<file path="config.mk">
export PLATFORM = sky130hd
export DESIGN_NAME = turkey_gun_ctrl
export DESIGN_NICKNAME = d
export VERILOG_FILES = /design/src/rtl/turkey_gun_ctrl.sv
export SDC_FILE = /design/constraint.sdc
export NUM_CORES = 1
export LEC_CHECK = 0
export ABC_AREA = 1
export ABC_CLOCK_PERIOD_IN_PS = 4500
export CAP_MARGIN = 0
export CORE_MARGIN = 2
export CORE_UTILIZATION = 40
export DETAILED_ROUTE_END_ITERATION = 16
export MAX_ROUTING_LAYER = met4
export PLACE_DENSITY = 0.65
export SYNTH_ARGS = -nofsm -noshare
export SYNTH_HDL_FRONTEND = slang
export SYNTH_SLANG_ARGS = --single-unit
</file>
<file path="constraint.sdc">
create_clock -name clock_12 -period 4.5 [get_ports clock_12]
set_clock_uncertainty 0.2 [all_clocks]
set_input_delay 0.45 -clock clock_12 [delete_from_list [all_inputs] [get_ports clock_12]]
set_output_delay 0.45 -clock clock_12 [all_outputs]
set_load 0.01 [all_outputs]
</file>
<file path="src/rtl/turkey_gun_ctrl.sv">
// Turkey gun aim controller: per-axis button FSMs step gun_h/gun_v once per 4 ms tick; outputs registered, update one cycle after tick/recenter; no backpressure.
// Define TURKEY_GUN_ACCEL_EN to enable hold-time acceleration (step 2 after HOLD_MED ticks, 4 after HOLD_FAST); otherwise step is always 1.
module turkey_gun_ctrl #(
    parameter logic [5:0] GUN_MIN    = 6'd0,
    parameter logic [5:0] GUN_MAX    = 6'd63,
    parameter logic [5:0] GUN_CENTER = 6'd32,
    parameter int         HOLD_MED   = 8,
    parameter int         HOLD_FAST  = 24
) (
    input  logic       clock_12,
    input  logic       reset,
    input  logic       cnt_4ms,
    input  logic       joy_up,
    input  logic       joy_down,
    input  logic       joy_left,
    input  logic       joy_right,
    input  logic       recenter,
    output logic [5:0] gun_h,
    output logic [5:0] gun_v,
    output logic       moving
);

    typedef enum logic [1:0] {IDLE, MOVE_SLOW, MOVE_MED, MOVE_FAST} axis_state_t;

    if (HOLD_FAST <= HOLD_MED) begin : g_hold_order_invalid
        $error("HOLD_FAST must be greater than HOLD_MED");
    end

    // Axis index 0 is horizontal, 1 is vertical.
    axis_state_t       state     [2];
    axis_state_t       state_n   [2];
    logic [7:0]        hold      [2];
    logic [7:0]        hold_n    [2];
    logic              dir_neg   [2];
    logic              dir_neg_n [2];
    logic [5:0]        pos       [2];
    logic [5:0]        pos_n     [2];
    logic signed [7:0] delta     [2];
    logic signed [7:0] sum       [2];

    logic       cnt_q;
    logic       tick;
    logic       moving_n;
    logic [1:0] plus;
    logic [1:0] minus;
    logic [1:0] dir_nz;
    logic [1:0] dir_neg_in;

    assign plus       = {joy_down, joy_right};
    assign minus      = {joy_up, joy_left};
    assign dir_nz     = plus ^ minus;
    assign dir_neg_in = minus & ~plus;

    assign gun_h = pos[0];
    assign gun_v = pos[1];

    always_ff @(posedge clock_12 or posedge reset) begin
        if (reset) begin
            cnt_q  <= 1'b1;
            tick   <= 1'b0;
            moving <= 1'b0;
            for (int a = 0; a < 2; a++) begin
                state[a]   <= IDLE;
                hold[a]    <= 8'd0;
                dir_neg[a] <= 1'b0;
                pos[a]     <= GUN_CENTER;
            end
        end else begin
            cnt_q  <= cnt_4ms;
            tick   <= cnt_4ms & ~cnt_q;
            moving <= moving_n;
            for (int a = 0; a < 2; a++) begin
                state[a]   <= state_n[a];
                hold[a]    <= hold_n[a];
                dir_neg[a] <= dir_neg_n[a];
                pos[a]     <= pos_n[a];
            end
        end
    end

    always_comb begin
        for (int a = 0; a < 2; a++) begin
            state_n[a]   = state[a];
            hold_n[a]    = hold[a];
            dir_neg_n[a] = dir_neg[a];
            pos_n[a]     = pos[a];
            delta[a]     = 8'sd0;
            sum[a]       = 8'sd0;
            if (recenter) begin
                state_n[a]   = IDLE;
                hold_n[a]    = 8'd0;
                dir_neg_n[a] = 1'b0;
                pos_n[a]     = GUN_CENTER;
            end else if (tick) begin
                if (state[a] == IDLE) begin
                    if (dir_nz[a]) begin
                        state_n[a]   = MOVE_SLOW;
                        hold_n[a]    = 8'd1;
                        dir_neg_n[a] = dir_neg_in[a];
                    end
                end else if (!dir_nz[a] || (dir_neg_in[a] != dir_neg[a])) begin
                    // Release or reversal parks the axis for one tick without stepping.
                    state_n[a] = IDLE;
                    hold_n[a]  = 8'd0;
                end else begin
                    hold_n[a] = (hold[a] == 8'hFF) ? 8'hFF : hold[a] + 8'd1;
`ifdef TURKEY_GUN_ACCEL_EN
                    if (int'(hold_n[a]) >= HOLD_FAST)
                        state_n[a] = MOVE_FAST;
                    else if (int'(hold_n[a]) >= HOLD_MED)
                        state_n[a] = MOVE_MED;
                    else
                        state_n[a] = MOVE_SLOW;
`else
                    state_n[a] = MOVE_SLOW;
`endif
                end
                case (state_n[a])
                    MOVE_SLOW: delta[a] = 8'sd1;
                    MOVE_MED:  delta[a] = 8'sd2;
                    MOVE_FAST: delta[a] = 8'sd4;
                    default:   delta[a] = 8'sd0;
                endcase
                if (dir_neg_n[a])
                    delta[a] = -delta[a];
                // Extra headroom bit keeps GUN_MAX + 4 from wrapping before the clamp.
                sum[a] = $signed({2'b00, pos[a]}) + delta[a];
                if (sum[a] > $signed({2'b00, GUN_MAX}))
                    pos_n[a] = GUN_MAX;
                else if (sum[a] < $signed({2'b00, GUN_MIN}))
                    pos_n[a] = GUN_MIN;
                else
                    pos_n[a] = sum[a][5:0];
            end
        end
        moving_n = (state_n[0] != IDLE) || (state_n[1] != IDLE);
    end

endmodule

</file>
==> impl_metrics.toml <==
[grt]
grt_max_degree = 22
grt_pass1_wl_mm = 6.313
track_usage = 0.1562
grt-ovfl-total = 0
grt_pass1_vias = 1477
antenna_found_initial = 0

[sta]
rsz0062_at_grt = "false"
finalMaxSlewViolations = 0
timing.setup.tns_ns = 0
hold_violations = 0
slew_headroom = 0.3290
report.final.setup_viol = 0
setup_slack_ns = 1.349
post-route-period-util = 0.7002
period_needed_ns = 3.151
max_freq_mhz = 317.4
tightest_slew_ns = 1.003

[cts]
cts-root-buf = "clkbuf_8"
cts_tree = "yes"
cts_hold_buf = 0
clk_pin_slew_ns = 0.07
postCtsResizedCells = 0
cts_buffers = 3
ctsLongestPathBuffers = 2
htreeDepth = 1
clock_latency_ns = 0.26
clock_sinks = 21
cts_setup_buffers = 0

[worst_setup_path]
crit_path_top_delay_cell = "clkdlybuf4s50_1"
path_class = "input pin to flip-flop"
cp.buffers_inverters = 5
path_delay_family = "simple AND/OR/NAND/NOR gates"
crit_path_max_fanout = 6
cpPeakStageDelay_ns = 0.45
crit_required_ns = 4.49
path_cells = "clkdlybuf4s50_1 -> inv_1 -> ha_1 -> inv_1 -> a21oi_1 -> o21ai_0 -> nand2_1 -> inv_1 -> ha_1 -> o21ai_0 -> fa_1 -> inv_1 -> nor3_1 -> nor2_1 -> nand2_1 -> nand2_4 -> nand2_1 -> nand3_1 -> nand2_1"
critPathArrivalTime_ns = 3.15
crit_path_end_kind = "flip-flop"
critPathLaunchType = "input pin"

[floorplanning]
dieArea_sq_um = 5302
start_util = 0.4092
core-area_sq_um = 4629
die_h_um = 72.82
io_pins = 21
core.rowCount = 25
die_x_um = 72.82

[drt]
vias_per_cell = 4.641
via_count = 1615
drc = 0
wire_per_inst_um = 10.18
first_pass_iters = 4
first_iter_violations = 58
drtAntennaViolNets = 0
drt_wl_total_mm = 3.544

[hold_path]
worst_hold_path_type = "flip-flop to flip-flop"

[layout]
antenna_cells = 0
fillers = 475
fin_nets = 329
area_delta_synth_final_pct = 17.04
drive_above_1_share = 0.09524

[power_and_ir_drop]
p_leak_uw = 0.001255
powerDensity_nw_per_um2 = 277.9
peakVddDrop_uv = 184.0

[yosys]
ys_warn_count = 0
ys_seq_area_frac = 0.2794
syn_avg_cell_area_sq_um = 7.148
syn_area_sq_um = 1894
syn-instance-count = 265
yosys_register_bits = 21
synth.distinct_cells = 26

[placement]
dp_slack_ns = 1.048
numPortBuffers = 20
dpl.hpwl_mm = 2.928
gp_congestion = 0.7866

[status]
status = "complete, no violations"

[job]
drv_cap = 0
synthesized netlist by cell type, drive strengths merged:
| cell | count | area share |
|---|---|---|
| nor3 | 1 | 0.0026 |
| dfstp | 3 | 0.042 |
| xor2 | 3 | 0.014 |
| dfrtp | 18 | 0.24 |
| nand3 | 23 | 0.075 |
| xnor2 | 4 | 0.018 |
| dlymetal6s2s | 1 | 0.0066 |
| inv | 45 | 0.089 |
| fa | 2 | 0.021 |
| conb | 2 | 0.0040 |
| nand3b | 1 | 0.0040 |
| a21oi | 8 | 0.021 |
| nor2 | 20 | 0.062 |
| or2 | 1 | 0.0033 |
| o22ai | 2 | 0.0066 |
| nand2 | 102 | 0.22 |
| ha | 24 | 0.16 |
| o21ai | 5 | 0.013 |
cells in the final DEF (no fill, tap or decap), types with 4 or more instances in the layout:
master,n
ha_1,24
nand2_1,92
nor2_1,13
a21oi_1,8
xnor2_1,4
inv_1,44
nand2_2,8
conb_1,8
clkdlybuf4s50_1,20
nor2_4,5
dfrtp_1,18
nand3_1,19
kinds of logic (layout without fill, tap and decap cells):
group / count (synthesis) / in the layout / synth area share
AOI/OAI and AO/OA: 15 / 15 / 0.04095
buffers and inverters: 46 / 69 / 0.09577
xor gates and xnor gates: 7 / 7 / 0.03237
adders and majority gates: 26 / 26 / 0.1797
DFF: 21 / 21 / 0.2794
and+or+nand+nor: 148 / 148 / 0.3679
other: 2 / 8 / 0.003964
sequential cells by signal, indices dropped and copies added, names as in the netlist:
register  count
gun_h         6
gun_v         6
state         4
dir_neg       2
cnt_q         1
moving        1
tick          1
path summary, 6_finish.rpt:
path	from	endpoint	slack, ns	cells after the start
min in group asynchronous	reset	moving	0.43	2
max	joy_down	gun_v[3]	1.35	19
max reg2reg	state[1]	gun_v[3]	1.76	16
max in group asynchronous	reset	gun_h[3]	3.20	2
min	cnt_q	tick	0.28	1
min reg2reg	cnt_q	tick	0.28	1
metal layers:
| layer | up-vias | track usage | wire length (um) |
|---|---|---|---|
| met5 | - | - | 0 |
| met4 | 0 | 0.03704 | 40 |
| met3 | 5 | 0.03453 | 100 |
| met2 | 16 | 0.2515 | 1691 |
| met1 | 733 | 0.2009 | 1711 |
| li1 | 861 | - | - |
worst reg2reg max path, cell delays in order, from the launching register on:
cell and delay [ns]:
dfrtp_1 0.40, nor2_4 0.13, a21oi_1 0.04, o21ai_0 0.07, nand2_1 0.13, inv_1 0.11, ha_1 0.22, o21ai_0 0.33
fa_1 0.33, inv_1 0.06, nor3_1 0.19, nor2_1 0.07, nand2_1 0.10, nand2_4 0.09, nand2_1 0.06, nand3_1 0.06
nand2_1 0.08
power breakdown:
group	internal [uW]	total (uW)	leakage (uW)	switching, uW
clock network	63.1	120	0.0000228	57.1
logic	112	274	0.000955	163
registers	207	222	0.000277	14.9
total	382	616	0.00125	235
metrics by stage:
stage	utilization	hold slack (ns)	area [sq um]	instances	total power, uW
CTS	0.4789	0.2824	2217	348	625.0
floorplan	-	0.2243	1917	271	427.1
global placement	0.4692	0.2664	2172	344	498.7
finish	0.4789	0.2766	2217	348	616.2
detailed placement	0.4692	0.2657	2172	344	502.4
global route	0.4789	0.2926	2217	348	675.2
cell type report:
cell class,instances,area (sq um),share of cell area
Timing Repair Buffer,20,200.2,0.09029
Multi-Input combinational cell,204,1206,0.5440
Inverter,45,168.9,0.07618
Clock buffer,4,45.04,0.02032
Tap cell,54,67.56,0.03047
Sequential cell,21,529.3,0.2387
No activity file was read; power rests on OpenSTA's default activity.
